**config.mk**
```make
export PLATFORM = sky130hd
export DESIGN_NAME = execute_flag_condition_unit
export DESIGN_NICKNAME = d
export VERILOG_FILES = /design/src/rtl/execute_flag_condition_unit.sv
export SDC_FILE = /design/constraint.sdc
export NUM_CORES = 1
export LEC_CHECK = 0
export CAP_MARGIN = 0
export CORE_ASPECT_RATIO = 2
export CORE_UTILIZATION = 35
export CTS_CLUSTER_SIZE = 16
export DETAILED_ROUTE_END_ITERATION = 6
export PLACE_DENSITY = 0.69
export SYNTH_ARGS = -nofsm -noshare
export SYNTH_HDL_FRONTEND = slang
export SYNTH_SLANG_ARGS = --single-unit
```
**constraint.sdc**
```tcl
create_clock -name iCLOCK -period 2.3 [get_ports iCLOCK]
set_input_delay 0.575 -clock iCLOCK [delete_from_list [all_inputs] [get_ports iCLOCK]]
set_output_delay 0.575 -clock iCLOCK [all_outputs]
set_load 0.05 [all_outputs]
```
**src/rtl/execute_flag_condition_unit.sv**
```systemverilog
// Execute-stage condition unit: holds a conditional request until every older
// flag writer has committed, then evaluates its condition code against iFLAG.
module execute_flag_condition_unit #(
    parameter int TAG_W = 4,
    parameter int CNT_W = 3
) (
    input  logic             iCLOCK,
    input  logic             iRESET_SYNC,
    input  logic             iFLUSH,
    input  logic [4:0]       iFLAG,
    input  logic             iFLAG_WR_ISSUE,
    input  logic             iFLAG_WR_DONE,
    input  logic             iREQ_VALID,
    input  logic [3:0]       iREQ_CC,
    input  logic [TAG_W-1:0] iREQ_TAG,
    output logic             oREQ_BUSY,
    output logic             oRES_VALID,
    output logic             oRES_TAKEN,
    output logic [TAG_W-1:0] oRES_TAG,
    input  logic             iRES_BUSY,
    output logic [CNT_W-1:0] oPENDING,
    output logic             oERR
);

    localparam logic [1:0] IDLE   = 2'd0;
    localparam logic [1:0] WAIT   = 2'd1;
    localparam logic [1:0] RESULT = 2'd2;

    localparam logic [CNT_W-1:0] PEND_MAX = '1;
    localparam logic [CNT_W-1:0] PEND_ONE = CNT_W'(1);

    logic [1:0]       state;
    logic [CNT_W-1:0] pending;
    logic [CNT_W-1:0] pendingNext;
    logic             errSet;
    logic             err;
    logic [3:0]       ccReg;
    logic [TAG_W-1:0] tagReg;
    logic             resValid;
    logic             resTaken;
    logic [TAG_W-1:0] resTag;

    // Flag layout is {P,O,C,S,Z}; signed compares use S against O.
    function automatic logic evalCondition(input logic [3:0] cc, input logic [4:0] flag);
        logic z, s, c, o, p;
        logic result;
        z = flag[0];
        s = flag[1];
        c = flag[2];
        o = flag[3];
        p = flag[4];
        case (cc)
            4'd0:    result = 1'b1;
            4'd1:    result = z;
            4'd2:    result = !z;
            4'd3:    result = s;
            4'd4:    result = !s;
            4'd5:    result = c;
            4'd6:    result = !c;
            4'd7:    result = o;
            4'd8:    result = !o;
            4'd9:    result = c & !z;
            4'd10:   result = !c | z;
            4'd11:   result = (s == o);
            4'd12:   result = (s != o);
            4'd13:   result = !z & (s == o);
            4'd14:   result = z | (s != o);
            default: result = p;
        endcase
        return result;
    endfunction

    always_comb begin
        pendingNext = pending;
        errSet      = 1'b0;
        if (iFLAG_WR_ISSUE && !iFLAG_WR_DONE) begin
            if (pending == PEND_MAX) begin
                errSet = 1'b1;
            end else begin
                pendingNext = pending + PEND_ONE;
            end
        end else if (iFLAG_WR_DONE && !iFLAG_WR_ISSUE) begin
            if (pending == '0) begin
                errSet = 1'b1;
            end else begin
                pendingNext = pending - PEND_ONE;
            end
        end
    end

    // Flush drops in-flight writer tracking but the error flag survives until reset.
    always_ff @(posedge iCLOCK) begin
        if (iRESET_SYNC) begin
            pending <= '0;
            err     <= 1'b0;
        end else if (iFLUSH) begin
            pending <= '0;
        end else begin
            pending <= pendingNext;
            if (errSet) begin
                err <= 1'b1;
            end
        end
    end

    // A writer issued in the accept cycle is already in the registered count seen by WAIT.
    always_ff @(posedge iCLOCK) begin
        if (iRESET_SYNC) begin
            state    <= IDLE;
            ccReg    <= '0;
            tagReg   <= '0;
            resValid <= 1'b0;
            resTaken <= 1'b0;
            resTag   <= '0;
        end else if (iFLUSH) begin
            state    <= IDLE;
            resValid <= 1'b0;
        end else begin
            case (state)
                IDLE: begin
                    if (iREQ_VALID) begin
                        ccReg  <= iREQ_CC;
                        tagReg <= iREQ_TAG;
                        state  <= WAIT;
                    end
                end
                WAIT: begin
                    if (pending == '0) begin
                        resTaken <= evalCondition(ccReg, iFLAG);
                        resTag   <= tagReg;
                        resValid <= 1'b1;
                        state    <= RESULT;
                    end
                end
                RESULT: begin
                    if (!iRES_BUSY) begin
                        resValid <= 1'b0;
                        state    <= IDLE;
                    end
                end
                default: begin
                    resValid <= 1'b0;
                    state    <= IDLE;
                end
            endcase
        end
    end

    assign oREQ_BUSY  = (state != IDLE) | iFLUSH;
    assign oRES_VALID = resValid;
    assign oRES_TAKEN = resTaken;
    assign oRES_TAG   = resTag;
    assign oPENDING   = pending;
    assign oERR       = err;

endmodule

```
; After elaboration in Yosys (flattened, before gate mapping)
; Index checks and enable logic that the tools add are counted.
[classes]
add_sub_neg = 2
n_eq_ne = 24
reduce_logical = 20
muxes = 16
n_bitwise = 7
[op_table]
columns = op, count
row1 = equality test 4 bit (second input constant), 7
row2 = equality test 4 x 3 -> 1 bit (second input constant), 4
row3 = case mux 1 bit (15 select lines), 1
row4 = AND reduction 3 bit, 5
row5 = two-way mux 3 bit, 4
row6 = != test 2 bit (second input constant), 5
row7 = equality test 4 x 2 -> 1 bit (second input constant), 2
row8 = zero test 1 bit, 6
row9 = two-way mux 1 bit, 6
row10 = two-way mux 2 bit, 3
row11 = case mux 2 bit (3 select lines), 1
row12 = equality test 4 x 1 -> 1 bit (second input constant), 1
row13 = zero test 4 bit, 1
row14 = nonzero test 2 bit, 2
row15 = adder 3 x 1 -> 3 bit (second input constant), 1
row16 = equality test 3 bit (second input constant), 1
row17 = zero test 3 bit, 1
row18 = bitwise OR 1 bit, 3
row19 = case mux 1 bit (3 select lines), 1
row20 = subtractor 3 x 1 -> 3 bit (second input constant), 1
row21 = bitwise AND 1 bit, 2
row22 = equality test 2 x 1 -> 1 bit (second input constant), 1
row23 = equality test 2 bit (second input constant), 1
row24 = logical AND 1 bit, 2
row25 = 6 further kinds, 7
[word_totals]
register_bits = 20
out_inout_bits = 11
word_cells = 77
input_bits = 20

; Longest topological paths before layout
[depth]
word_depth = 5
mapped_depth = 7
mapped_depth_nobuf = 7

; Worst setup path after synthesis
; Ideal clock, no wire load.
[synth_timing]
path_kind = input to register
startpoint = in iFLAG_WR_DONE
endpoint = reg pending[2] (netlist: oPENDING[2])
slack_ps = 377
arrival_time_ps = 1853
n_path_buf = 0
setup_time_ps = 70
t_required_ps = 2230
stages = 6
cell_sequence = inv_1 ha_1 and4_2 or3_4 or3_1 a21oi_1
[synth_between]
elab_chain_cells = 4
word_cells_on_any_way = 8
classes_between = eq/ne: 2 / mux: 1 / reduce/logical: 5
[synth_lines]
columns = item, line_no
row1 = "start, declared", 12  ; input logic iFLAG_WR_DONE,
row2 = zero test 1 bit, 76  ; if (iFLAG_WR_ISSUE && !iFLAG_WR_DONE) begin
row3 = logical AND 1 bit, 76
row4 = != test 2 bit (no line) or nonzero test 2 bit (tied branches), --
row5 = AND reduction 3 bit (no line), --
row6 = "end signal, assigned", 99  ; pending <= pendingNext;
row7 = "end, declared", 33  ; logic [CNT_W-1:0] pending;
; Several ways; a longest one is shown, not always the timed one.
; A chain may end at the register's enable or synchronous reset.

; Worst setup path in the final report
[layout_timing]
startpoint = reg pending[0] (netlist: oPENDING[0])
endpoint = out oPENDING[0]
[layout_rtl]
columns = item, line_no
row1 = "end, declared", 21  ; output logic [CNT_W-1:0] oPENDING,
; No word-level cell between the ends.

==> reports/summary.md <==
The post-synthesis share of cell area spent on full adders, half adders and majority gates came out at 0.04317. The synthesized-area fraction occupied by and/or/nand/nor cells is 0.2722, and the count of pins over their slew limit is 0. Clock-pin slew was measured on the worst setup and hold paths at 0.07 ns.

In this run, synthesis produced a sequential element count of 20. The largest individual stage delay along the critical path comes from the cell clkdlybuf4s50_1. 0 antenna diodes ended up in the layout. After detailed routing, the average wire length per cell comes to 12.28 um.

The run gives 0 as the number of hold violations in the final report. The number of cells on the worst reg-to-reg path is 4. The detailed router finished its first iteration with 24 violations. Once routing completed, OpenROAD measured the worst setup slack at 0.1150 ns.

In the final design database the tool counted 187 nets. In this run the static leakage power is 0.0005445 uW. The total buffers and inverters traversed by the critical path was 1; the total cell area at the placement stage was 1408 um2.

STA puts the critical path data arrival time at 1.61 ns. After global routing the overflow that remains totals 0. The number of optimization iterations in the first detailed-route pass is 4. After technology mapping, the gate count stands at 127. Die height: 79.22 um. Clock latency at the later pin of the worst-skew pair: 0.25 ns. The post-synthesis sequential area ratio was 0.3837; the area of the mapped netlist was 1044 um2. The logs give 16 for the maximum number of pins on one net before global-route repair and 0.0003609 V for the maximum VDD drop.

The clock passes through at most 2 buffers. The tools report the synthesis warning total as 0. For the worst hold slack across all endpoints, the log shows 0.4590 ns. The minimum clock period was 2.185 ns; the final total negative setup slack was 0 ns. Setup repair after global routing left no endpoint under its margin. Share of post-route cells with drive strength above 1: 0.1235. Once layout is complete, the cells apart from fillers number 191.

The final critical-path share of the clock period was 0.9500. After synthesis, the mean cell area works out to 8.217 um2. In the routed design, unresolved DRC markers number 0. Cell chosen for the clock root: clkbuf_8. TritonCTS built the clock tree. The tightest min-delay check is of the reg -> reg type. For this run, the slowest stage of the critical path takes 0.87 ns.

Once detailed placement completed, the half-perimeter wirelength came to 1932 um. The post-route clock skew is 0.001594 ns, and the final number of setup-violating endpoints is 0. The floorplan step defined a die boundary enclosing 3217 um2. Clock sink count: 20. The signal on the critical path passes through clkdlybuf4s50_1. The logs give 400.4 um2 for the area taken by flip-flops and latches and 0 for the post-CTS repair timing setup buffer count. The number of H-tree branching levels is 1, and the share of synthesized area spent on multiplexers is 0.02998.

Post-CTS repair changed the size of 0 cells. Including well taps, the total number of placed cells is 188. Kind of start point of the critical path: a register. Using the TritonRoute via totals, the vias-per-cell ratio works out to 5.346. The tools report the net count after synthesis as 150. Among all flip-flop cells after synthesis, the most frequent one is dfxtp_1.

The run finished with clean final reports. The synthesized netlist contains 38 unique library cells. The measured slew at the worst slew-check pin was 0.5059 ns; the final wirelength was 2345 um.

The share of flip-flops with an asynchronous set or reset after synthesis works out to 0. Number of stages on the worst setup path: 1. Among cell families on the critical path, the largest total delay comes from buffers and inverters. Data on the critical path is required at its endpoint by 1.73 ns.

The count of flip-flops with a built-in enable after synthesis was 0. In the final layout, the multi-input gates occupy 601.8 um2. The count of boundary I/O pins is 31. For this run, the top clock speed supported by timing is 457.7 MHz.

The synthesized-area fraction occupied by xor and xnor cells is 0.01679. The most critical setup path has its endpoint at oPENDING[0]. Endpoint of the most critical register-to-register path: oPENDING[2]. The run gives 0 as the hold buffer count at CTS. The worst relative slew slack is 0.6617, and the placement-stage worst setup slack is -0.1347 ns. The number of antenna violations at the first check in global routing is 0, and the signed area change from the synthesized netlist to the final layout is 38.85%. The setup check on the worst reg-to-reg path leaves a slack of 0.75 ns.

For the placeable core region, the log shows 2804 um2. In this run the core area contains 27 standard-cell rows. Port buffer count: 30.

The number of buffers created by CTS is 3. Routability-driven placement finished with a final weighted congestion of 0.6644. The tools report the reg-to-reg startpoint as oPENDING[0]. Power density of the placed cells: 519.3 nW/um2.

The combinational family with the most area after synthesis is simple AND/OR/NAND/NOR gates. Reported max-cap violation count: 0. The count of vias placed by the detailed router was 1021; the die outline width was 40.61 um.

Remaining number of nets flagged by the antenna check after routing: 0. Endpoint kind of the worst setup timing path: an output port. Critical-path maximum fanout: 6.

The classification of the worst setup path is reg -> out. The critical path starts at oPENDING[0]. The number of global-route vias before repair was 1026; the fill cell instance count of the final layout was 285. The starting density of the core came out at 0.3722.

The logs give 0.1684 for the overall fraction of global-route tracks in use and 1449 um2 for the final cell area excluding filler cells. The first global-routing pass estimated 3967 um of wire. Compound-gate portion of the synthesized area: 0.2146.
## logic make-up (layout without fill, tap and decap cells)
family | after synthesis | in the layout
muxes | 3 | 3
AOI/OAI and AO/OA | 35 | 35
buffers and inverters | 11 | 46
and+or+nand+nor | 53 | 53
xor gates and xnor gates | 2 | 2
DFF | 20 | 20
adders and majority gates | 3 | 3
## layout by cell type (no fill, tap or decap), types with 2 or more instances in the layout
master	n
clkdlybuf4s50_1	29
a21o_1	2
inv_1	7
ha_1	2
o21ai_0	3
nor4_1	2
buf_4	7
nand2b_1	3
clkbuf_8	3
dfxtp_1	20
nand3_1	5
nor2_1	5
xor2_1	2
nand3b_1	2
nand2_1	25
a21oi_1	20
mux2i_1	2
## cell usage after synthesis (all sizes together) (2+ instances only)
master	n	share of area
a21oi	20	0.096
xor2	2	0.017
dfxtp	20	0.38
nand3b	2	0.014
nor2	5	0.018
or3	2	0.017
inv	7	0.025
a21o	3	0.023
nor4	2	0.012
o22ai	2	0.018
nand2b	3	0.018
ha	2	0.024
clkbuf	4	0.014
nand3	5	0.024
nand2	25	0.090
o21ai	3	0.014
mux2i	2	0.019
## flip-flops by register name (all words and copies together), names as in the netlist
register,count
oERR,1
ccReg,4
state,2
oRES_TAG,4
oRES_TAKEN,1
oRES_VALID,1
tagReg,4
oPENDING,3
## worst min-delay path by stage
stage                 from          end  slack, ns  cells after the start
6_report       oRES_TAG[0]  oRES_TAG[0]       0.46                      2
5_1_grt         oRES_VALID   oRES_VALID       0.48                      2
4_1_cts          tagReg[0]    tagReg[0]       0.46                      2
3_5_place_dp     tagReg[0]    tagReg[0]       0.45                      2
3_3_place_gp     tagReg[1]    tagReg[1]       0.45                      2
2_1_floorplan    tagReg[0]    tagReg[0]       0.44                      2
## layout make-up
class	count	share of cell area
repair buffers	36	0.2366
clock buffers	3	0.02850
multi-input cells	96	0.4154
well taps	29	0.02504
inverters	7	0.01813
flip-flops and latches	20	0.2763
## where the power goes
| part | switching [uW] | internal, uW | leakage (uW) |
|---|---|---|---|
| combinational | 78.1 | 82.8 | 0.000360 |
| sequential | 15.6 | 359 | 0.000163 |
| clock | 100 | 116 | 0.0000216 |
| total | 194 | 558 | 0.000544 |
## stage by stage
step,utilization,total power [uW]
2_1_floorplan,-,468.5
3_3_place_gp,0.5020,541.0
3_5_place_dp,0.5020,544.7
4_1_cts,0.5167,762.2
5_1_grt,0.5167,795.2
6_report,0.5167,752.4
## layer usage
layer,GRT usage,vias up,part of all wire
met1,0.1708,473,0.36
li1,-,516,-
met2,0.3095,28,0.57
met5,0,-,0
met3,0.02514,4,0.046
met4,0.06333,0,0.014
Note: power is estimated with default switching activity, not from simulation.
